### src/rtl/router_pkt_tx.sv
// router_pkt_tx: buffers a 1..63 byte payload from an upstream byte stream,
// then serialises header {len,addr}, payload and an XOR parity byte toward
// the router input, holding the current byte while the router asserts busy.
// Optional feature macro: PKT_TX_BAD_PARITY_EN adds input corrupt_parity,
// sampled with start, which inverts the transmitted parity byte.
module router_pkt_tx #(
  parameter int MAX_LEN = 63
) (
  input  logic       clock,
  input  logic       reset,
  input  logic       start,
  input  logic [5:0] payload_len,
  input  logic [1:0] dest_addr,
  input  logic       pl_valid,
  input  logic [7:0] pl_data,
`ifdef PKT_TX_BAD_PARITY_EN
  input  logic       corrupt_parity,
`endif
  input  logic       busy,
  output logic       pl_ready,
  output logic       pkt_valid,
  output logic [7:0] data_out,
  output logic       tx_active,
  output logic       done,
  output logic       cfg_err
);

  typedef enum logic [2:0] {
    S_IDLE,
    S_LOAD,
    S_HEADER,
    S_PAYLOAD,
    S_PARITY,
    S_DONE
  } state_t;

  state_t     r_state;
  logic [5:0] r_len;
  logic [1:0] r_addr;
  logic [5:0] r_wr_idx;
  logic [5:0] r_rd_idx;
  logic [7:0] r_parity;
  logic [7:0] r_buf [0:MAX_LEN-1];

  logic [5:0] w_rd_next;
  logic [7:0] w_par_byte;

  assign w_rd_next = r_rd_idx + 6'd1;

`ifdef PKT_TX_BAD_PARITY_EN
  logic r_corrupt;
  assign w_par_byte = r_corrupt ? ~r_parity : r_parity;
`else
  assign w_par_byte = r_parity;
`endif

  // Payload buffer write; contents need no reset since every byte is rewritten in LOAD
  always_ff @(posedge clock) begin
    if (r_state == S_LOAD && pl_valid) begin
      r_buf[r_wr_idx] <= pl_data;
    end
  end

  // Control FSM; every output is registered and loaded with the value of the state being entered
  always_ff @(posedge clock or posedge reset) begin
    if (reset) begin
      r_state   <= S_IDLE;
      r_len     <= 6'd0;
      r_addr    <= 2'd0;
      r_wr_idx  <= 6'd0;
      r_rd_idx  <= 6'd0;
      r_parity  <= 8'h00;
`ifdef PKT_TX_BAD_PARITY_EN
      r_corrupt <= 1'b0;
`endif
      pl_ready  <= 1'b0;
      pkt_valid <= 1'b0;
      data_out  <= 8'h00;
      tx_active <= 1'b0;
      done      <= 1'b0;
      cfg_err   <= 1'b0;
    end else begin
      cfg_err <= 1'b0;
      done    <= 1'b0;
      case (r_state)
        S_IDLE: begin
          if (start) begin
            if (payload_len != 6'd0 && dest_addr != 2'd3) begin
              r_state   <= S_LOAD;
              r_len     <= payload_len;
              r_addr    <= dest_addr;
              r_wr_idx  <= 6'd0;
              r_parity  <= {payload_len, dest_addr};
`ifdef PKT_TX_BAD_PARITY_EN
              r_corrupt <= corrupt_parity;
`endif
              pl_ready  <= 1'b1;
              tx_active <= 1'b1;
            end else begin
              cfg_err <= 1'b1;
            end
          end
        end
        S_LOAD: begin
          if (pl_valid) begin
            r_parity <= r_parity ^ pl_data;
            r_wr_idx <= r_wr_idx + 6'd1;
            // Last byte accepted: header becomes the first byte offered to the router
            if (r_wr_idx == r_len - 6'd1) begin
              r_state   <= S_HEADER;
              pl_ready  <= 1'b0;
              pkt_valid <= 1'b1;
              data_out  <= {r_len, r_addr};
            end
          end
        end
        S_HEADER: begin
          if (!busy) begin
            r_state  <= S_PAYLOAD;
            r_rd_idx <= 6'd0;
            data_out <= r_buf[0];
          end
        end
        S_PAYLOAD: begin
          if (!busy) begin
            if (r_rd_idx == r_len - 6'd1) begin
              r_state   <= S_PARITY;
              pkt_valid <= 1'b0;
              data_out  <= w_par_byte;
            end else begin
              r_rd_idx <= w_rd_next;
              data_out <= r_buf[w_rd_next];
            end
          end
        end
        S_PARITY: begin
          if (!busy) begin
            r_state  <= S_DONE;
            data_out <= 8'h00;
            done     <= 1'b1;
          end
        end
        S_DONE: begin
          r_state   <= S_IDLE;
          tx_active <= 1'b0;
        end
        default: begin
          r_state   <= S_IDLE;
          pl_ready  <= 1'b0;
          pkt_valid <= 1'b0;
          data_out  <= 8'h00;
          tx_active <= 1'b0;
        end
      endcase
    end
  end

endmodule
### config.mk
export PLATFORM = sky130hd
export DESIGN_NAME = router_pkt_tx
export DESIGN_NICKNAME = d
export VERILOG_FILES = /design/src/rtl/router_pkt_tx.sv
export SDC_FILE = /design/constraint.sdc
export NUM_CORES = 1
export LEC_CHECK = 0
export CAP_MARGIN = 10
export CORE_MARGIN = 1.5
export CORE_UTILIZATION = 40
export CTS_BUF_LIST = sky130_fd_sc_hd__clkbuf_16
export DETAILED_ROUTE_END_ITERATION = 8
export HOLD_SLACK_MARGIN = 0.12
export PLACE_DENSITY = 0.56
export SLEW_MARGIN = 25
export SYNTH_ARGS = -nofsm -noshare
export SYNTH_HDL_FRONTEND = slang
export SYNTH_SLANG_ARGS = --single-unit
### constraint.sdc
create_clock -name clock -period 3.5 [get_ports clock]
set_input_delay 0.35 -clock clock [delete_from_list [all_inputs] [get_ports clock]]
set_output_delay 0.35 -clock clock [all_outputs]
set_load 0.1 [all_outputs]
==> impl_metrics.prom <==
# TYPE chip_impl_metric gauge
chip_impl_metric{name="stdcell_count",unit=""} 2195
chip_impl_info{name="worst_setup_path_end_kind",value="flip-flop"} 1
chip_impl_metric{name="compound_gate_fraction_of_synth_area",unit=""} 0.0455
chip_impl_info{name="main_combinational_cell_family_by_area_after_synthesis",value="multiplexers"} 1
chip_impl_info{name="clock_tree_from_tritoncts",value="done"} 1
chip_impl_metric{name="routed_wirelength",unit="µm"} 57500
chip_impl_info{name="slowest_stage",value="xnor2_2"} 1
chip_impl_metric{name="finalWorstPathRequiredPeriod",unit="ns"} 3.36
chip_impl_metric{name="drive_above_1_share",unit=""} 0.248
chip_impl_metric{name="synth_fp_nets",unit=""} 1286
chip_impl_metric{name="routedWlPerCell",unit="µm"} 26.2
chip_impl_metric{name="setup_viol",unit=""} 0
chip_impl_info{name="most_common_library_cell_in_the_layout_ignoring_fill_and_taps",value="edfxtp_1"} 1
chip_impl_metric{name="p_leak",unit="nW"} 8.52
chip_impl_metric{name="drt_iter0_markers",unit=""} 1286
chip_impl_metric{name="clock-sinks",unit=""} 548
chip_impl_metric{name="timing.critical_path.arrival",unit="ns"} 3.82
chip_impl_metric{name="max_clock_freq",unit="GHz"} 0.298
chip_impl_metric{name="first_global_vias",unit=""} 12400
chip_impl_info{name="crit_path_cell_trace",value="buf_12 > nand3_1 > xnor2_2 > mux2_2 > o22ai_1 > nor4_1 > nor2_1 > o221ai_1"} 1
chip_impl_metric{name="gp_congestion",unit=""} 0.905
chip_impl_metric{name="dp.final_hpwl",unit="µm"} 37800
chip_impl_info{name="synthDominantAreaCellType",value="edfxtp_1"} 1
chip_impl_info{name="outcome",value="finished clean"} 1
chip_impl_metric{name="count_of_state_elements_after_synthesis",unit=""} 548
chip_impl_metric{name="chipWidth",unit="µm"} 240
chip_impl_metric{name="antenna_left",unit=""} 0
chip_impl_metric{name="fin_tns_setup",unit="ns"} 0
chip_impl_metric{name="worstPathRequired",unit="ns"} 3.96
chip_impl_metric{name="syn-instance-count",unit=""} 1261
chip_impl_metric{name="final_design_area_no_fill",unit="µm²"} 26200
chip_impl_metric{name="drt-vias-per-instance",unit=""} 5.59
chip_impl_metric{name="dpl-instance-area",unit="µm²"} 24300
chip_impl_info{name="synth_flop_cell",value="edfxtp_1"} 1
chip_impl_metric{name="tightestPinTransition",unit="ns"} 1.03
chip_impl_info{name="synth.top_cells.by_area",value="edfxtp_1 68%, mux4_2 12%, dfrtp_1 4.9%"} 1
chip_impl_metric{name="die_area",unit="µm²"} 57400
chip_impl_metric{name="largest_net_degree_at_the_start_of_global_routing",unit=""} 56
chip_impl_info{name="clock-root-buffer",value="clkbuf_16"} 1
chip_impl_metric{name="synth-warning-count",unit=""} 0
chip_impl_metric{name="post-synth-top-area-fraction",unit=""} 0.675
chip_impl_info{name="rsz0062_at_grt",value="no"} 1
chip_impl_metric{name="wire_length_of_the_first_global_routing_pass",unit="µm"} 85000
chip_impl_metric{name="post_cts_repair_timing_setup_buffer_count",unit=""} 0
chip_impl_metric{name="layout-area-overhead-vs-synth",unit="%"} 16.9
chip_impl_metric{name="h-tree-depth",unit=""} 2
chip_impl_metric{name="gr-total-overflow",unit=""} 0
chip_impl_metric{name="power.ir.vdd_worst",unit="mV"} 0.383
chip_impl_info{name="timing.setup.critical_path_class",value="flip-flop to flip-flop"} 1
chip_impl_metric{name="postSynthAreaPerCell",unit="µm²"} 17.8
chip_impl_metric{name="synth_adder_area_share",unit=""} 0.00223
chip_impl_info{name="top_library_cells_by_usage_in_the_layout_fill_and_taps_aside",value="504 x edfxtp_1, 119 x mux4_2, 115 x buf_4"} 1
chip_impl_metric{name="yosys.area_share.xor_xnor",unit=""} 0.0116
chip_impl_metric{name="fillCellCount",unit=""} 4674
chip_impl_metric{name="timing.final.max_slew_violations",unit=""} 0
chip_impl_metric{name="grt_use_total",unit=""} 0.205
chip_impl_metric{name="synth-async-reset-ratio",unit=""} 0.0803
chip_impl_metric{name="final_nets",unit=""} 1423
chip_impl_metric{name="cts.reportedPaths.clkPinSlew",unit="ns"} 0.06
chip_impl_metric{name="timing.critical_path.slowest_cell_delay",unit="ns"} 0.84
chip_impl_metric{name="worst_slew_margin_rel",unit=""} 0.310
chip_impl_metric{name="timing.critical_path.fanout_max",unit=""} 50
chip_impl_metric{name="tritoncts_buffers",unit=""} 57
chip_impl_metric{name="syn_area",unit="µm²"} 22400
chip_impl_metric{name="p_total",unit="mW"} 21.1
chip_impl_metric{name="synthSimpleGateAreaFrac",unit=""} 0.0541
chip_impl_metric{name="firstDrtPassIters",unit=""} 5
chip_impl_metric{name="postLayoutCoreUtil",unit=""} 0.475
chip_impl_metric{name="initial_core_util",unit=""} 0.406
chip_impl_metric{name="grt_antenna_before_repair",unit=""} 0
chip_impl_metric{name="worst_clock_skew",unit="ns"} 0.0214
chip_impl_metric{name="clk_latency",unit="ns"} 0.61
chip_impl_metric{name="cellPowerDensity",unit="nW/µm²"} 803
chip_impl_metric{name="total_of_max_cap_violations",unit=""} 0
chip_impl_metric{name="holdBufCountCts",unit=""} 0
chip_impl_metric{name="num_io_pins",unit=""} 34
chip_impl_metric{name="cts_buffer_depth",unit=""} 3
chip_impl_metric{name="cts.repair.resized",unit=""} 1
chip_impl_metric{name="layout_setup_ws",unit="ns"} 0.142
chip_impl_metric{name="yosys-mux-area-fraction",unit=""} 0.142
chip_impl_metric{name="chipHeight",unit="µm"} 240
chip_impl_metric{name="core_region_area",unit="µm²"} 55200
chip_impl_metric{name="io_buffer_count",unit=""} 33
chip_impl_metric{name="route.vias.total",unit=""} 12300
chip_impl_metric{name="synth_edf_count",unit=""} 504
chip_impl_metric{name="place.detailed.instances",unit=""} 2087
chip_impl_metric{name="hold_slack",unit="ns"} 0.152
chip_impl_metric{name="ys_types",unit=""} 62
chip_impl_metric{name="placement.setup.worst_slack",unit="ns"} -0.0495
chip_impl_metric{name="seq_area_frac_synth",unit=""} 0.725
chip_impl_metric{name="report.final.hold_viol_count",unit=""} 0
chip_impl_info{name="critPathLaunchType",value="flip-flop"} 1
chip_impl_info{name="hold_path_class",value="primary input to async pin"} 1
chip_impl_metric{name="core.rowCount",unit=""} 86
chip_impl_metric{name="post-route-period-util",unit=""} 0.960
chip_impl_metric{name="drc_errors",unit=""} 0
==> cell type report <==
| cell class | count | area [µm²] | area share |
|---|---|---|---|
| Timing Repair Buffer | 154 | 1290 | 0.0492 |
| Inverter | 18 | 67.6 | 0.00258 |
| Multi-Input combinational cell | 619 | 5790 | 0.221 |
| Sequential cell | 548 | 16200 | 0.620 |
| Clock buffer | 59 | 1480 | 0.0563 |
| Antenna cell | 1 | 2.50 | 0.0000955 |
| Tap cell | 748 | 936 | 0.0357 |
| Clock inverter | 48 | 400 | 0.0153 |
==> path summary, 6_finish.rpt <==
check / startpoint / endpoint / slack, ns / cells past startpoint
max in group asynchronous: reset / r_addr[0] / 2.65 / 3
hold reg to reg: pl_ready / pl_ready / 0.50 / 1
hold / removal: reset / r_rd_idx[4] / 0.15 / 2
min in group clock: pl_data[6] / r_buf[23][6] / 0.17 / 1
setup reg to reg: r_rd_idx[0] / data_out[2] / 0.14 / 8
setup / recovery: r_rd_idx[0] / data_out[2] / 0.14 / 8
==> synth_stat cells (all sizes together) (6+ instances only) <==
| cell type | n |
|---|---|
| a21oi | 34 |
| a22o | 7 |
| a22oi | 10 |
| a31oi | 16 |
| and2 | 6 |
| buf | 43 |
| clkbuf | 33 |
| dfrtp | 44 |
| edfxtp | 504 |
| inv | 18 |
| mux2 | 10 |
| mux2i | 39 |
| mux4 | 119 |
| nand2 | 88 |
| nand2b | 13 |
| nand3 | 17 |
| nor2 | 94 |
| nor2b | 8 |
| nor3 | 10 |
| o2111ai | 6 |
| o211ai | 7 |
| o21ai | 31 |
| o22ai | 9 |
| o31ai | 6 |
| or2 | 8 |
| xnor2 | 20 |
| xor2 | 7 |
==> state kept, by name, summed over array words and instances, names as in the netlist <==
| name | cells |
|---|---|
| cfg_err | 1 |
| r_len | 6 |
| data_out | 8 |
| r_addr | 2 |
| tx_active | 1 |
| r_wr_idx | 6 |
| r_buf | 504 |
| r_state | 3 |
| pkt_valid | 1 |
| done | 1 |
| r_rd_idx | 6 |
| pl_ready | 1 |
| r_parity | 8 |
==> worst max-delay path, delay by kind of cell (launching register included) <==
family | cells | cell delay (ns)
AO/OA/AOI/OAI | 2 | 0.49
XOR/XNOR | 1 | 0.84
buffers and inverters | 1 | 0.36
flip-flops | 1 | 0.54
multiplexers | 1 | 0.46
AND/OR/NAND/NOR | 3 | 0.48
==> report_power, final <==
part           total [mW]  internal, mW  switching [mW]
registers            7.80          7.45           0.352
logic                7.17          3.05            4.12
clock network        6.08          3.55            2.52
==> routing by layer <==
metal  GRT usage  routed length [µm]  part of all wire
met2       0.326               27500              0.48
met5           0                   0                 0
met4      0.0529                1120             0.019
met3      0.0300                3420             0.059
met1       0.296               25500              0.44
==> kinds of logic (layout without fill, tap and decap cells) <==
family,Yosys count,after routing
AOI/OAI and AO/OA,153,153
xor gates and xnor gates,28,28
adders and majority gates,4,4
buffers and inverters,94,279
DFF,548,548
muxes,168,168
other,0,1
and+or+nand+nor,266,266
No activity file was read; power rests on OpenSTA's default activity.
